**src/rtl/regfile_pkg.sv**
```systemverilog
// regfile_pkg: shared FSM state type and default parameters for the multi-port register file
package regfile_pkg;
  typedef enum logic [1:0] {IDLE, SWEEP, DONE} state_t;
  localparam int DATA_W_DEF  = 32;
  localparam int DEPTH_DEF   = 32;
  localparam int NRD_DEF     = 2;
  localparam int NWR_DEF     = 2;
  localparam bit ZERO_R0_DEF = 1'b1;
endpackage

```
**src/rtl/regfile_mp_if.sv**
```systemverilog
// regfile_mp_if: write/read/clear bus of the multi-port register file
interface regfile_mp_if import regfile_pkg::*; #(
  parameter int DATA_W = DATA_W_DEF,
  parameter int DEPTH  = DEPTH_DEF,
  parameter int NRD    = NRD_DEF,
  parameter int NWR    = NWR_DEF
);
  localparam int AW = $clog2(DEPTH);
  logic                         stall;
  logic                         clr_req;
  logic                         clr_busy;
  logic                         clr_done;
  logic [NWR-1:0]               wr_en;
  logic [NWR-1:0][AW-1:0]       wr_addr;
  logic [NWR-1:0][DATA_W-1:0]   wr_data;
  logic [NRD-1:0][AW-1:0]       rd_addr;
  logic [NRD-1:0][DATA_W-1:0]   rd_data;
  modport master (
    output stall, clr_req, wr_en, wr_addr, wr_data, rd_addr,
    input  clr_busy, clr_done, rd_data
  );
  modport slave (
    input  stall, clr_req, wr_en, wr_addr, wr_data, rd_addr,
    output clr_busy, clr_done, rd_data
  );
endinterface

```
**src/rtl/regfile_rdport.sv**
```systemverilog
// regfile_rdport: one registered read port with write-bypass priority mux
module regfile_rdport import regfile_pkg::*; #(
  parameter int DATA_W  = DATA_W_DEF,
  parameter int AW      = $clog2(DEPTH_DEF),
  parameter int NWR     = NWR_DEF,
  parameter bit ZERO_R0 = ZERO_R0_DEF
) (
  input  logic                       clk,
  input  logic                       rst,
  input  logic                       stall,
  input  logic                       clr,
  input  logic [AW-1:0]              rd_addr,
  input  logic [DATA_W-1:0]          stored,
  input  logic [NWR-1:0]             wr_commit,
  input  logic [NWR-1:0][AW-1:0]     wr_addr,
  input  logic [NWR-1:0][DATA_W-1:0] wr_data,
  output logic [DATA_W-1:0]          rd_data
);
  logic [DATA_W-1:0] rd_n;
  // later ports overwrite earlier ones, so the highest committing port wins
  always_comb begin
    rd_n = stored;
    for (int p = 0; p < NWR; p++) rd_n = (wr_commit[p] && wr_addr[p] == rd_addr) ? wr_data[p] : rd_n;
    rd_n = (clr || (ZERO_R0 && rd_addr == '0)) ? '0 : rd_n;
  end
  always_ff @(posedge clk) begin
    if (!rst) rd_data <= '0;
    else if (!stall) rd_data <= rd_n;
  end
endmodule

```
**src/rtl/regfile_mp.sv**
```systemverilog
// regfile_mp: multi-port register file with bypassed registered reads and a clear sweep
module regfile_mp import regfile_pkg::*; #(
  parameter int DATA_W  = DATA_W_DEF,
  parameter int DEPTH   = DEPTH_DEF,
  parameter int NRD     = NRD_DEF,
  parameter int NWR     = NWR_DEF,
  parameter bit ZERO_R0 = ZERO_R0_DEF
) (
  input logic         clk,
  input logic         rst,
  regfile_mp_if.slave bus
);
  localparam int AW = $clog2(DEPTH);
  state_t            state_q, state_n;
  logic [AW-1:0]     cnt_q;
  logic [DATA_W-1:0] mem [DEPTH];
  logic [NWR-1:0]    wr_commit;
  logic              busy_n;
  always_comb begin
    state_n = state_q;
    if (!bus.stall)
      state_n = state_q == IDLE  ? (bus.clr_req ? SWEEP : IDLE) :
                state_q == SWEEP ? (cnt_q == AW'(DEPTH - 1) ? DONE : SWEEP) : IDLE;
    busy_n = state_n != IDLE;
  end
  assign bus.clr_busy = state_q != IDLE;
  assign bus.clr_done = state_q == DONE;
  always_comb begin
    wr_commit = '0;
    for (int p = 0; p < NWR; p++)
      wr_commit[p] = bus.wr_en[p] && !bus.stall && state_q == IDLE && !(ZERO_R0 && bus.wr_addr[p] == '0);
  end
  always_ff @(posedge clk) begin
    state_q <= rst ? state_n : IDLE;
  end
  // the sweep counter wraps back to 0 on its last entry, ready for the next clear
  always_ff @(posedge clk) begin
    if (!rst) begin
      cnt_q <= '0;
      for (int i = 0; i < DEPTH; i++) mem[i] <= '0;
    end else begin
      if (state_q == SWEEP && !bus.stall) begin
        mem[cnt_q] <= '0;
        cnt_q      <= cnt_q + 1'b1;
      end
      for (int p = 0; p < NWR; p++) if (wr_commit[p]) mem[bus.wr_addr[p]] <= bus.wr_data[p];
    end
  end
  for (genvar r = 0; r < NRD; r++) begin : g_rd
    regfile_rdport #(.DATA_W(DATA_W), .AW(AW), .NWR(NWR), .ZERO_R0(ZERO_R0)) u_rd (
      .clk       (clk),
      .rst       (rst),
      .stall     (bus.stall),
      .clr       (busy_n),
      .rd_addr   (bus.rd_addr[r]),
      .stored    (mem[bus.rd_addr[r]]),
      .wr_commit (wr_commit),
      .wr_addr   (bus.wr_addr),
      .wr_data   (bus.wr_data),
      .rd_data   (bus.rd_data[r])
    );
  end
endmodule

```
**src/flat_wrapper.sv**
```systemverilog
// flat-port wrapper written by rule: the top's interface ports become plain ports
module regfile_mp_flat import regfile_pkg::*;
#(
  parameter int DATA_W  = DATA_W_DEF,
  parameter int DEPTH   = DEPTH_DEF,
  parameter int NRD     = NRD_DEF,
  parameter int NWR     = NWR_DEF,
  parameter bit ZERO_R0 = ZERO_R0_DEF
)
  (clk, rst, bus_stall, bus_clr_req, bus_wr_en, bus_wr_addr, bus_wr_data, bus_rd_addr, bus_clr_busy, bus_clr_done, bus_rd_data);
  regfile_mp_if #(.DATA_W(DATA_W), .DEPTH(DEPTH), .NRD(NRD), .NWR(NWR)) bus_i ();
  input logic clk;
  input logic rst;
  input wire logic [$bits(bus_i.stall)-1:0] bus_stall;
  input wire logic [$bits(bus_i.clr_req)-1:0] bus_clr_req;
  input wire logic [$bits(bus_i.wr_en)-1:0] bus_wr_en;
  input wire logic [$bits(bus_i.wr_addr)-1:0] bus_wr_addr;
  input wire logic [$bits(bus_i.wr_data)-1:0] bus_wr_data;
  input wire logic [$bits(bus_i.rd_addr)-1:0] bus_rd_addr;
  output wire logic [$bits(bus_i.clr_busy)-1:0] bus_clr_busy;
  output wire logic [$bits(bus_i.clr_done)-1:0] bus_clr_done;
  output wire logic [$bits(bus_i.rd_data)-1:0] bus_rd_data;
  assign bus_i.stall = bus_stall;
  assign bus_i.clr_req = bus_clr_req;
  assign bus_i.wr_en = bus_wr_en;
  assign bus_i.wr_addr = bus_wr_addr;
  assign bus_i.wr_data = bus_wr_data;
  assign bus_i.rd_addr = bus_rd_addr;
  assign bus_clr_busy = bus_i.clr_busy;
  assign bus_clr_done = bus_i.clr_done;
  assign bus_rd_data = bus_i.rd_data;
  regfile_mp #(.DATA_W(DATA_W), .DEPTH(DEPTH), .NRD(NRD), .NWR(NWR), .ZERO_R0(ZERO_R0)) u_core (.clk(clk), .rst(rst), .bus(bus_i));
endmodule
```
**config.mk**
```make
export PLATFORM = sky130hd
export DESIGN_NAME = regfile_mp_flat
export DESIGN_NICKNAME = d
export VERILOG_FILES = /design/src/rtl/regfile_pkg.sv /design/src/rtl/regfile_mp_if.sv /design/src/rtl/regfile_rdport.sv /design/src/rtl/regfile_mp.sv /design/src/flat_wrapper.sv
export SDC_FILE = /design/constraint.sdc
export NUM_CORES = 2
export LEC_CHECK = 0
export CAP_MARGIN = 40
export CORE_MARGIN = 5
export CORE_UTILIZATION = 35
export DETAILED_ROUTE_END_ITERATION = 10
export DONT_BUFFER_PORTS = 1
export PLACE_DENSITY = 0.59
export SYNTH_ARGS = -nofsm -noshare
export SYNTH_HDL_FRONTEND = slang
export SYNTH_HIERARCHICAL = 1
export SYNTH_SLANG_ARGS = --single-unit
```
**constraint.sdc**
```tcl
create_clock -name clk -period 13.4 [get_ports clk]
set_clock_uncertainty 0.1 [all_clocks]
set_input_delay 4.02 -clock clk [delete_from_list [all_inputs] [get_ports clk]]
set_output_delay 4.02 -clock clk [all_outputs]
set_load 0.01 [all_outputs]
```
==> metrics <==
cell count along the critical path=9; Setup crit end=u_core/mem[1][11]; Clk network pwr share=41.4%; Leak Pwr=22.6 nW; GR Overflow Total=0; critical-path cell list=or3b_1 > a21o_1 > buf_4 > or3_4 > buf_16 > buf_4 > buf_16 > o221ai_4 > buf_4; Pwr per Cell Area=113 nW/um2; r2r setup slk=8.82 ns; post_cts resized=0; Switch Pwr=2.01 mW; crit path from=rst; Worst path slowest cell=o221ai_4; Fin Hold WS=0.409 ns; largest net degree at the start of global routing=260; commonest non-fill, non-tap cell in the layout=edfxtp_1; Worst Path Buf+Inv=5; synth warn=6; Yosys reg bits=1095; fin crit share=54.8%; Reg2Reg Depth=9; Area Growth Syn to Fin=9.80%; WS Path Type=in -> reg; fmax=0.136 GHz; VDD IR max=0.124 mV; endpoint class of the critical path=register; Port Buffers=0; Max clock buf depth=3; Syn Area/Cell=13.2 um2; layout cells sized above 1=25.6%; post-DP HPWL=162000 um; top_reg_cell synth=edfxtp_1; Die Width=446 um; Int Power=6.19 mW; Finish-stage setup viols=0; Worst EP arrival=7.66 ns; CTS buffer count=120; Final min period=7.35 ns; Sink Count=1095; CP Max Fanout=50; chip height=446 um; most frequent cells in the layout=edfxtp_1, nand2_1, o31ai_1; root buf cell=clkbuf_16; Post-Syn Instances=5031; Fin Setup TNS=0 ns; status=finished clean; Sequential Power Share=48.2%; initial antenna violation count=6; reg-to-reg endpoint=u_core/mem[1][11]; Critical Path Most Common Cell=buf_4; row count=159; Max Slew Vio Count=0; worst min-delay path class=reg -> reg; Rel. slew slack=19.7%; clock latency on the worst-skew pair=0.79 ns; synthesized area=66400 um2; Post CTS Setup Buffer Count=0; First-pass DRT Iterations=6; Worst-Margin Slew=1.20 ns; Clock transition at path regs=0.06 ns; iteration-0 DRC count of the detailed router=9324; Async SR Flop Fraction=0%; EDFF count, synth=1024; switching part of the total power=24.5%; required time of the critical path=13.71 ns; sequential area share after synthesis=48.4%; Avg Vias per Cell=7.14; Unique masters post-synth=76; H-tree depth=3; delay-heaviest family, CP=buffers and inverters; Placer Congestion=0.885; die area=199000 um2; Hold Vio Cnt, Final=0; DP Area=68900 um2; first-pass GRT wire length=398000 um; # fillers=17400; post-DR wirelength/cell=40.2 um; hold buffer count at cts=0; global-route usage over all layers=28.3%; Hold Path Cell Cnt=2; fin nets=4742; RSZ-0062 raised after global routing=false; DRT antenna net count=0; Combinational Power Share=10.4%; via count=51700; CTS tree=yes; peak per-stage delay on the critical path=0.74 ns; post-layout instance area=72900 um2; FF-to-FF Start=u_core/state_q[1]; DRT Wirelength=291000 um; core region area=188000 um2; number of global-route vias before repair=49200; I/O pin count=156; Finished Core Util=38.7%; # DRC=0; maxcap violations=0; critical path startpoint category=input pin; Initial Utilization=35.3%
## power groups by stage
stage	combinational, mW	clock, mW	sequential, mW
CTS	0.818	3.41	3.96
finish	0.851	3.40	3.96
global placement	0.801	0	4.02
global route	0.851	3.55	3.97
detailed placement	0.815	0	4.03
floorplan	0.675	0	3.99
## sequential cells by signal (all words and copies together) (netlist names)
name                      count
u_core/g_rd.u_rd/rd_data     64
u_core/state_q                2
u_core/mem                 1024
u_core/cnt_q                  5
## worst min-delay path by stage
stage	start	endpoint	slack, ns
after floorplan	u_core/g_rd[0].u_rd/rd_data[0]	u_core/g_rd[0].u_rd/rd_data[0]	0.38
after global routing	u_core/g_rd[1].u_rd/rd_data[23]	u_core/g_rd[1].u_rd/rd_data[23]	0.43
final	u_core/g_rd[1].u_rd/rd_data[28]	u_core/g_rd[1].u_rd/rd_data[28]	0.41
after detailed placement	u_core/g_rd[1].u_rd/rd_data[28]	u_core/g_rd[1].u_rd/rd_data[28]	0.40
after global placement	u_core/g_rd[1].u_rd/rd_data[28]	u_core/g_rd[1].u_rd/rd_data[28]	0.40
after CTS	u_core/g_rd[1].u_rd/rd_data[28]	u_core/g_rd[1].u_rd/rd_data[28]	0.41
## worst reg2reg max path, cell delays in order, from the launching register on
cell and delay, ns:
dfxtp_1 0.42, or3b_1 0.47, a21o_1 0.17, buf_4 0.22
or3_4 0.47, buf_16 0.22, buf_4 0.42, buf_16 0.25
o221ai_4 0.83, buf_4 0.65
## logic make-up (layout without fill, tap and decap cells)
kind of cell	count (synthesis)	count (layout)	synth area share [%]
AO/OA/AOI/OAI	1192	1192	15.2
multiplexers	709	709	22.9
XOR/XNOR	23	23	0.303
flip-flops	1095	1095	48.4
adder cells (fa/ha/maj)	2	2	0.0377
AND/OR/NAND/NOR	1277	1277	8.38
other	1	34	0.00565
buffers and inverters	732	415	4.79
## cell usage after synthesis, types with 4 or more instances
master | count | area share (%)
a21oi_1 | 5 | 0.038
a221oi_1 | 4 | 0.053
a221oi_2 | 60 | 1.4
a22o_1 | 94 | 1.2
a31oi_1 | 6 | 0.057
a32o_1 | 155 | 2.3
a32oi_1 | 6 | 0.079
and2_1 | 5 | 0.047
and3_1 | 66 | 0.62
and4_1 | 4 | 0.053
buf_1 | 22 | 0.12
buf_2 | 221 | 1.7
buf_4 | 7 | 0.079
buf_6 | 9 | 0.15
clkbuf_1 | 427 | 2.4
clkbuf_8 | 6 | 0.12
dfxtp_1 | 71 | 2.1
edfxtp_1 | 1024 | 46
inv_1 | 38 | 0.21
mux2_2 | 64 | 1.1
mux2i_1 | 5 | 0.075
mux4_2 | 640 | 22
nand2_1 | 979 | 5.5
nand2b_1 | 7 | 0.066
nand3_1 | 17 | 0.13
nand3b_1 | 5 | 0.057
nand4_1 | 6 | 0.057
nor2_1 | 101 | 0.57
nor2b_1 | 9 | 0.085
nor3_1 | 14 | 0.11
nor3_2 | 4 | 0.060
nor4_1 | 16 | 0.15
nor4_4 | 13 | 0.42
o211ai_1 | 7 | 0.079
o21ai_0 | 11 | 0.083
o21ai_1 | 6 | 0.045
o221ai_1 | 7 | 0.092
o31ai_1 | 720 | 8.1
o31ai_2 | 20 | 0.38
o41ai_1 | 67 | 0.88
or2_2 | 5 | 0.047
or3_1 | 5 | 0.047
xnor2_1 | 14 | 0.18
xor2_1 | 9 | 0.12
## routing by layer
layer  up-vias  GRT usage, %  part of all wire, %
met5         -             0                0.018
met4         8          18.8                  8.5
met3      1094          8.65                   14
met2      4545          43.2                   44
met1     26300          34.9                   33
li1      19800             -                    -
## through the flow
step	power [mW]	instances	setup slack [ns]
after floorplan	4.67	5062	3.84
after global placement	4.82	6992	4.88
after detailed placement	4.85	7020	5.46
after CTS	8.19	7237	6.29
after global routing	8.37	7240	6.18
final	8.21	7242	6.05
## final cells by class
class / count / area, um2 / area share, %
antenna: 2 / 5.00 / 0.00686
clock buffer: 153 / 3220 / 4.41
clock inverter: 64 / 696 / 0.954
inverter: 40 / 150 / 0.206
multi-input combinational: 3235 / 31800 / 43.7
sequential: 1095 / 32200 / 44.1
tap: 2495 / 3120 / 4.28
timing repair buffer: 158 / 1730 / 2.37
(Power assumes the default switching activity.)
